$ cat config.mk
export PLATFORM = sky130hd
export DESIGN_NAME = hdmi_stream_ctrl
export DESIGN_NICKNAME = d
export VERILOG_FILES = /design/src/rtl/hdmi_ctrl_pkg.sv /design/src/rtl/sat_counter.sv /design/src/rtl/hdmi_stream_ctrl.sv
export SDC_FILE = /design/constraint.sdc
export NUM_CORES = 1
export LEC_CHECK = 0
export BUFFER_PORTS_ARGS = -buffer_cell sky130_fd_sc_hd__buf_2
export CORE_ASPECT_RATIO = 1.25
export CORE_UTILIZATION = 45
export CTS_CLUSTER_DIAMETER = 120
export CTS_CLUSTER_SIZE = 16
export DETAILED_ROUTE_END_ITERATION = 12
export PLACE_DENSITY = 0.67
export SETUP_SLACK_MARGIN = 0.4
export SLEW_MARGIN = 20
export SYNTH_ARGS = -nofsm -noshare
export SYNTH_HDL_FRONTEND = slang
export SYNTH_SLANG_ARGS = --single-unit
$ cat constraint.sdc
create_clock -name clk -period 2.72 [get_ports clk]
set_clock_uncertainty 0.05 [all_clocks]
set_input_delay 0.544 -clock clk [delete_from_list [all_inputs] [get_ports clk]]
set_output_delay 0.544 -clock clk [all_outputs]
set_load 0.01 [all_outputs]
$ cat src/rtl/hdmi_ctrl_pkg.sv
// Shared definitions for the HDMI pass-through stream controller and the
// FIFO writer on the receive side: state encodings, default fill level and
// the layout of a FIFO word.
package hdmi_ctrl_pkg;

  typedef enum logic [1:0] {
    ST_IDLE  = 2'd0,
    ST_FLUSH = 2'd1,
    ST_PRIME = 2'd2,
    ST_RUN   = 2'd3
  } state_t;

  // Minimum FIFO occupancy before the timing generator is released
  localparam logic [9:0] FILL_THRESH_DEF = 10'd256;

  // Width of the internal count of words discarded while searching for SOF
  localparam int FLUSH_W = 20;

  // FIFO word: 24-bit pixel followed by sync/enable flags and the SOF marker
  localparam int WORD_W         = 28;
  localparam int WORD_DE_BIT    = 24;
  localparam int WORD_VSYNC_BIT = 25;
  localparam int WORD_HSYNC_BIT = 26;
  localparam int WORD_SOF_BIT   = 27;

endpackage

$ cat src/rtl/sat_counter.sv
// Event counter that sticks at all-ones instead of wrapping.
module sat_counter
  import hdmi_ctrl_pkg::*;
#(
  parameter int CNT_W = 16
) (
  input  logic             clk,
  input  logic             rst,
  input  logic             inc,
  output logic [CNT_W-1:0] count
);

  function automatic logic [CNT_W-1:0] sat_inc(input logic [CNT_W-1:0] v);
    if (v == '1) return v;
    return v + 1'b1;
  endfunction

  // Count one event per cycle, holding at the maximum value
  always_ff @(posedge clk) begin
    if (rst)      count <= '0;
    else if (inc) count <= sat_inc(count);
  end

endmodule

$ cat src/rtl/hdmi_stream_ctrl.sv
// Sequencer for the HDMI pass-through path (TX pixel clock domain).
// Flushes the pixel FIFO up to a start-of-frame word, waits for the FIFO to
// fill, then releases the timing generator and streams pixels. Underflow,
// frame misalignment and SOF-search timeout all fall back to FLUSH.
module hdmi_stream_ctrl
  import hdmi_ctrl_pkg::*;
#(
  parameter int                   LEVEL_W     = 10,
  parameter logic [LEVEL_W-1:0]   FILL_THRESH = FILL_THRESH_DEF,
  parameter logic [FLUSH_W-1:0]   FLUSH_MAX   = 20'd500000,
  parameter int                   CNT_W       = 16
) (
  input  logic               clk,
  input  logic               rstin,
  input  logic               enable,
  input  logic               fifo_empty,
  input  logic [LEVEL_W-1:0] fifo_level,
  input  logic               fifo_head_sof,
  input  logic               tmg_active,
  input  logic               tmg_frame_end,
  output logic               fifo_rd_en,
  output logic               tmg_restart,
  output logic               pix_de,
  output logic               locked,
  output logic [1:0]         state,
  output logic [CNT_W-1:0]   underflow_cnt,
  output logic [CNT_W-1:0]   resync_cnt
);

  state_t             st;
  state_t             st_nxt;
  logic [FLUSH_W-1:0] flush_cnt;
  logic               first_pix;
  logic               flush_pop;
  logic               underflow;
  logic               misalign;
  logic               timeout;
  logic               underflow_ev;
  logic               resync_ev;

  assign state = st;

  // Discarding a non-SOF word while searching for frame start
  assign flush_pop = (st == ST_FLUSH) && !fifo_empty && !fifo_head_sof;
  assign underflow = (st == ST_RUN) && tmg_active && fifo_empty;
  // First active pixel of a frame must be the SOF word
  assign misalign  = (st == ST_RUN) && first_pix && tmg_active && !fifo_head_sof;
  assign timeout   = flush_pop && (flush_cnt == FLUSH_MAX - 1'b1);

  // Counters hold while disabled; a combined underflow+misalign is one resync
  assign underflow_ev = enable && underflow;
  assign resync_ev    = enable && (underflow || misalign || timeout);

  // State register
  always_ff @(posedge clk) begin
    if (rstin) st <= ST_IDLE;
    else       st <= st_nxt;
  end

  // Next-state decision; enable low overrides every transition
  always_comb begin
    st_nxt = st;
    case (st)
      ST_IDLE:  st_nxt = ST_FLUSH;
      ST_FLUSH: if (!fifo_empty && fifo_head_sof)  st_nxt = ST_PRIME;
      ST_PRIME: if (fifo_level >= FILL_THRESH)     st_nxt = ST_RUN;
      ST_RUN:   if (underflow || misalign)         st_nxt = ST_FLUSH;
      default:  st_nxt = ST_IDLE;
    endcase
    if (!enable) st_nxt = ST_IDLE;
  end

  // Output decode from current state and inputs (no register stage)
  always_comb begin
    fifo_rd_en  = 1'b0;
    tmg_restart = 1'b1;
    pix_de      = 1'b0;
    locked      = 1'b0;
    case (st)
      ST_FLUSH: fifo_rd_en = flush_pop;
      ST_RUN: begin
        tmg_restart = 1'b0;
        locked      = 1'b1;
        pix_de      = tmg_active;
        fifo_rd_en  = tmg_active && !fifo_empty;
      end
      default: ;
    endcase
  end

  // SOF-search word count and first-pixel-of-frame tracking
  always_ff @(posedge clk) begin
    if (rstin) begin
      flush_cnt <= '0;
      first_pix <= 1'b0;
    end else begin
      // Outside FLUSH the count is held at zero so every entry starts fresh
      if (st != ST_FLUSH)  flush_cnt <= '0;
      else if (timeout)    flush_cnt <= '0;
      else if (flush_pop)  flush_cnt <= flush_cnt + 1'b1;
      // Armed outside RUN so the first frame after lock gets checked too
      if (st != ST_RUN)        first_pix <= 1'b1;
      else if (tmg_frame_end)  first_pix <= 1'b1;
      else if (tmg_active)     first_pix <= 1'b0;
    end
  end

  sat_counter #(.CNT_W(CNT_W)) u_underflow_cnt (
    .clk   (clk),
    .rst   (rstin),
    .inc   (underflow_ev),
    .count (underflow_cnt)
  );

  sat_counter #(.CNT_W(CNT_W)) u_resync_cnt (
    .clk   (clk),
    .rst   (rstin),
    .inc   (resync_ev),
    .count (resync_cnt)
  );

endmodule
After elaboration in Yosys (flattened, before gate mapping)
Index checks and enable logic that the tools add are counted.
{ "totals": {"reg_bits": 55, "inputBits": 17, "wordCells": 65} }
{ "classes": {"n_addsub": 3, "n_lt_le_gt_ge": 1, "eq_ne": 13, "muxes": 19, "n_bitwise": 1, "n_reduce_logical": 23} }
{ "op_table": {"columns": ["op", "count"], "rows": [
  ["$add A16 B1 Y16 const B", 2],
  ["$eq A16 B16 Y1 const B", 2],
  ["$mux W16", 2],
  ["$add A20 B1 Y20 const B", 1],
  ["$eq A20 B19 Y1 const B", 1],
  ["$logic_and A1 B1 Y1", 12],
  ["$mux W1", 12],
  ["$ge A10 B9 Y1 const B", 1],
  ["$ne A2 B2 Y1 const B", 4],
  ["$pmux W2 S4", 1],
  ["$mux W2", 3],
  ["$ne A2 B1 Y1 const B", 3],
  ["$eq A2 B2 Y1 const B", 2],
  ["$reduce_and A2 Y1", 2],
  ["$reduce_and A3 Y1", 1],
  ["$reduce_bool A3 Y1", 1],
  ["$reduce_or A3 Y1", 1],
  ["$eq A2 B1 Y1 const B", 1],
  ["$logic_not A1 Y1", 2],
  ["$logic_not A2 Y1", 1],
  ["$logic_or A1 B1 Y1", 2],
  ["$pmux W1 S2", 1],
  ["$reduce_or A2 Y1", 1],
  ["$not A1 Y1", 1]
]} }

Longest topological paths before layout
{ "depth": {"depth_word": 11, "depth_mapped": 9, "depth_no_buf": 7} }

By module
Synthesis repeated with hierarchy kept, for this count alone.
{ "unflattened": {"hier_cells": 336, "hier_area_um2": 2882.8} }
{ "modules_own_cells": {"columns": ["mod", "n_inst", "cells_per_inst", "area_each_um2", "seq_area_each_um2"], "rows": [
  ["sat_counter", 2, 96, 833.3, 320.3],
  ["hdmi_stream_ctrl", 1, 144, 1216.2, 460.4]
]} }

Worst setup path before layout
OpenSTA, ideal clock, no wires.
{ "synth_path": {"path_type": "register to register", "from": "reg st[0], in the netlist state[0]", "to": "reg u_resync_cnt.count[14]", "setup_time_ns": 0.121, "t_arrival_ns": 2.065, "required_ns": 2.549, "slack_ns": 0.484, "path_stages_with_launch": 8, "n_path_buf": 1, "synth_period_minus_slack_ns": 2.236, "cell_sequence": "dfxtp_1 > ha_1 > and2_1 > o21ai_0 > a2bb2oi_2 > buf_6 > nor4_1 > mux2_2"} }
{ "synth_via": {"elab_chain_len": 8, "elab_cells_between_ends": 14, "cone_classes": "eq/ne (2); reduce/logical (12)"} }
{ "synth_rtl": {"columns": ["item", "line_no", "rtl"], "rows": [
  ["start, declared", "hdmi_stream_ctrl.sv:30", "state_t st;"],
  ["start signal, assigned", "hdmi_stream_ctrl.sv:57", "else st <= st_nxt;"],
  ["$eq A2 B2 Y1", "hdmi_stream_ctrl.sv:45, hdmi_stream_ctrl.sv:47", null],
  ["$logic_and A1 B1 Y1 (3 in series)", "hdmi_stream_ctrl.sv:47", "assign misalign = (st == ST_RUN) && first_pix && tmg_active && !fifo_head_sof;"],
  ["$logic_or A1 B1 Y1", "hdmi_stream_ctrl.sv:52", "assign resync_ev = enable && (underflow || misalign || timeout);"],
  ["$logic_or A1 B1 Y1 *", "hdmi_stream_ctrl.sv:52", null],
  ["$logic_and A1 B1 Y1 *", "hdmi_stream_ctrl.sv:52", null],
  ["$reduce_and A2 Y1 (no line) *", null, null],
  ["end signal, assigned", "sat_counter.sv:21", "else if (inc) count <= sat_inc(count);"],
  ["end, declared", "sat_counter.sv:10", "output logic [CNT_W-1:0] count"]
]} }
Mark *: on every way between the ends. The rest lies on a longest branch, timed or not.
A chain may end at the register's enable or synchronous reset.

Worst setup path after layout
{ "layout_path": {"from": "reg st[1], in the netlist state[1]", "to": "out fifo_rd_en"} }
{ "layout_via": {"elab_chain_len": 4, "elab_cells_between_ends": 5, "cone_classes": "eq/ne (2); mux (1); reduce/logical (2)"} }
{ "layout_rtl": {"columns": ["item", "line_no", "rtl"], "rows": [
  ["$eq A2 B1 Y1", "hdmi_stream_ctrl.sv:44, hdmi_stream_ctrl.sv:79", null],
  ["$logic_and A1 B1 Y1 (2 in series)", "hdmi_stream_ctrl.sv:44", "assign flush_pop = (st == ST_FLUSH) && !fifo_empty && !fifo_head_sof;"],
  ["$pmux W1 S2 *", "hdmi_stream_ctrl.sv:79", "case (st)"],
  ["end, declared", "hdmi_stream_ctrl.sv:21", "output logic fifo_rd_en,"]
]} }
Marked as above.

==> flow_summary_export.csv <==
group,metric,value,unit
run_status,outcome,"completed",
detailed_routing,via_count,2393,
sta,fmax,0.4536,GHz
synth,ys_ff_latch,55,
worst_setup_path,cp_data_required_time,2.13,ns
place,port_buffers,46,
clock_network,path_clk_slew,0.11,ns
worst_setup_path,critical_path.top_delay_family,"flip-flops",
worst_setup_path,crit_chain,"inv_1 > ha_1 > nor3b_4 > buf_4 > a21o_1 > buf_2",
sta,setup_viol,0,
sta,tightest_slew,0.4257,ns
synth,ys_types,47,
synth,synth_common_cells,"dfxtp_1 (55), nor2_1 (43), nand2_1 (22)",
worst_setup_path,critPathSlowestCell,"dfxtp_1",
min_path,hp-start,"tmg_frame_end",
synth,yosys.area_share.simple,0.3018,
detailed_routing,drtIter0Drc,117,
global_routing,antenna_found_initial,0,
clock_network,cts_max_level,2,
sta,finalMaxSlewViolations,0,
sta,rsz0062_at_grt,"false",
clock_network,cts_tree,"built",
synth,synth_xor_area_frac,0.1023,
sta,finalHoldViolCount,0,
detailed_routing,postRouteAntennaNets,0,
worst_setup_path,start_kind,"flip-flop",
sta,finalSetupTns,0,ns
power,max-vdd-ir-drop,0.2849,mV
detailed_routing,drc,0,
synth,muxShareOfSynthArea,0.01142,
place,place_area,3038,um2
floorplan,dieArea,6407,um2
clock_network,post_cts_resized,0,
worst_setup_path,crit_arrival,1.61,ns
power,power_leakage,1.179,nW
synth,postSynthCellCount,321,
synth,async_flop_share,0,
clock_network,clk-insertion-delay-late,0.31,ns
floorplan,die_w,71.80,um
place,hpwl,4035,um
worst_setup_path,r2r_start,"state[0]",
sta,post-route-period-util,0.8106,
synth,synth_top_area_frac,0.4018,
clock_network,cts_buffers,5,
global_routing,grt-ovfl-total,0,
synth,yosysWarnings,0,
place,gp_congestion,0.7633,
synth,synth_most_common_cell,"dfxtp_1",
clock_network,post-cts-setup-buffers,0,
synth,yosys-top-cells-area,"dfxtp_1 (40%), nor2_1 (5.9%), xnor2_1 (5.1%)",
synth,ys_seq_area_frac,0.4018,
place,placed_cells_incl_taps,426,
finish,synthToLayoutAreaGrowth,15.16,%
power,p_per_area,452.4,nW/um2
finish,final_cells,434,
floorplan,fp.dieH,89.25,um
worst_setup_path,critPathMaxFanout,8,
sta,slew_headroom,0.7152,
finish,final_area,3156,um2
detailed_routing,dr.pass1.iters,4,
global_routing,grt_pass1_wl,8880,um
detailed_routing,wl_per_cell,12.90,um
synth,syn_avg_cell_area,8.536,um2
finish,diodes,0,
synth,synth_compound_area_frac,0.1169,
worst_setup_path,critPathKind,"reg2out",
worst_setup_path,cp-startpoint,"state[1]",
global_routing,grt_pass1_vias,2048,
synth,synth_fp_nets,344,
synth,synth_ff_type,"dfxtp_1",
floorplan,start_util,0.4710,
floorplan,rows,31,
clock_network,cts_buffer_depth,2,
synth,synth-adder-area-share,0.02740,
min_path,hold_class,"in2reg",
finish,layout-drive-gt1-share,0.1875,
detailed_routing,via_per_inst,5.514,
clock_network,cts.sinks,55,
global_routing,grtUsageTotal,0.1733,
worst_setup_path,critical_path.max_stage_delay,0.40,ns
global_routing,grt_start_max_net_pins,28,
floorplan,num_io_pins,55,
clock_network,cts_hold_buffers,0,
synth,synth_area,2740,um2
sta,min_period,2.205,ns
finish,nNetsFinal,390,
synth,synth_top_family_by_area,"simple AND/OR/NAND/NOR gates",
worst_setup_path,worst_setup_path_end_kind,"primary output",
worst_setup_path,critPathBufInv,3,
clock_network,cts-root-buf,"clkbuf_8",
synth,synth_top_area_cell,"dfxtp_1",
detailed_routing,drt_wl_total,5598,um
synth,synth-edff-count,0,
job,maxCapViolCount,0,
floorplan,fp.coreArea,5818,um2
-- routing by layer --
metal / GRT usage / share of wire / wire [um]
met1: 0.2031 / 0.46 / 2588
met4: 0.06417 / 0.0098 / 55
met2: 0.3208 / 0.51 / 2846
met5: 0 / 0 / 0
met3: 0.02480 / 0.019 / 108
-- cells by family (layout without fill, tap and decap cells) --
group / Yosys count / count (layout)
muxes: 3 / 3
DFF: 55 / 55
xor gates and xnor gates: 32 / 32
and+or+nand+nor: 153 / 153
AOI/OAI and AO/OA: 48 / 48
adders and majority gates: 6 / 6
buffers and inverters: 24 / 71
-- worst register-to-register path, cell delays in order (launching register included) --
cell and delay (ns):
dfxtp_1 0.41, ha_2 0.26, and2_1 0.18, o21ai_1 0.15
a2bb2oi_2 0.21, buf_4 0.19, or4b_1 0.48, a21oi_1 0.15
-- sequential cells by signal, indices dropped and copies added, names as in the netlist --
register               cells
flush_cnt                 20
state                      2
first_pix                  1
u_underflow_cnt.count     16
u_resync_cnt.count        16
-- placed cells by master (no fill, tap or decap), types with 2 or more instances in the layout --
cell and instances:
buf_4 7, and2_1 3, or3_1 12, o21ai_0 15, or4_1 2, xor2_1 16, inv_1 10, mux2i_1 2
a211oi_1 2, nor2b_1 2, o31ai_1 2, buf_2 46, nor4bb_1 2, dfxtp_1 55, clkbuf_8 5, nand2_1 22
nor3_1 6, xnor2_1 16, nor2_1 43, nand3_1 15, and4_1 8, o41ai_1 2, nand4_1 13, a21oi_1 16
and3_1 9, nor4_1 8, ha_1 5
-- metrics by stage --
stage	total power, mW	hold slack [ns]	util	setup WS [ns]
2_1_floorplan	0.8608	0.4008	-	0.4842
6_report	1.428	0.4029	0.5424	0.5153
3_5_place_dp	0.8826	0.4319	0.5222	0.5206
5_1_grt	1.483	0.4268	0.5424	0.4229
3_3_place_gp	0.8814	0.4250	0.5222	0.5531
4_1_cts	1.447	0.3949	0.5419	0.4967
-- power by group --
| group | leakage (nW) | switching [mW] | total, mW | internal [mW] |
|---|---|---|---|---|
| clock | 0.0548 | 0.287 | 0.565 | 0.278 |
| sequential | 0.443 | 0.00302 | 0.811 | 0.808 |
| combinational | 0.680 | 0.0318 | 0.0523 | 0.0205 |
-- area by class of cell --
cell class                      instances  area (um2)
Clock buffer                            5       68.82
Sequential cell                        55        1101
Tap cell                               66       82.58
Timing Repair Buffer                   53       282.8
Fill cell                             590        2663
Multi-Input combinational cell        242        1536
Clock inverter                          3       46.29
Inverter                               10       37.54
-- final timing paths --
| path | slack [ns] | endpoint | depth (start not counted) |
|---|---|---|---|
| min | 0.40 | first_pix | 3 |
| max reg2reg | 0.60 | u_resync_cnt.count[15] | 7 |
| max | 0.52 | fifo_rd_en | 6 |
| min reg2reg | 0.45 | u_resync_cnt.count[11] | 2 |
Note: power is estimated with default switching activity, not from simulation.
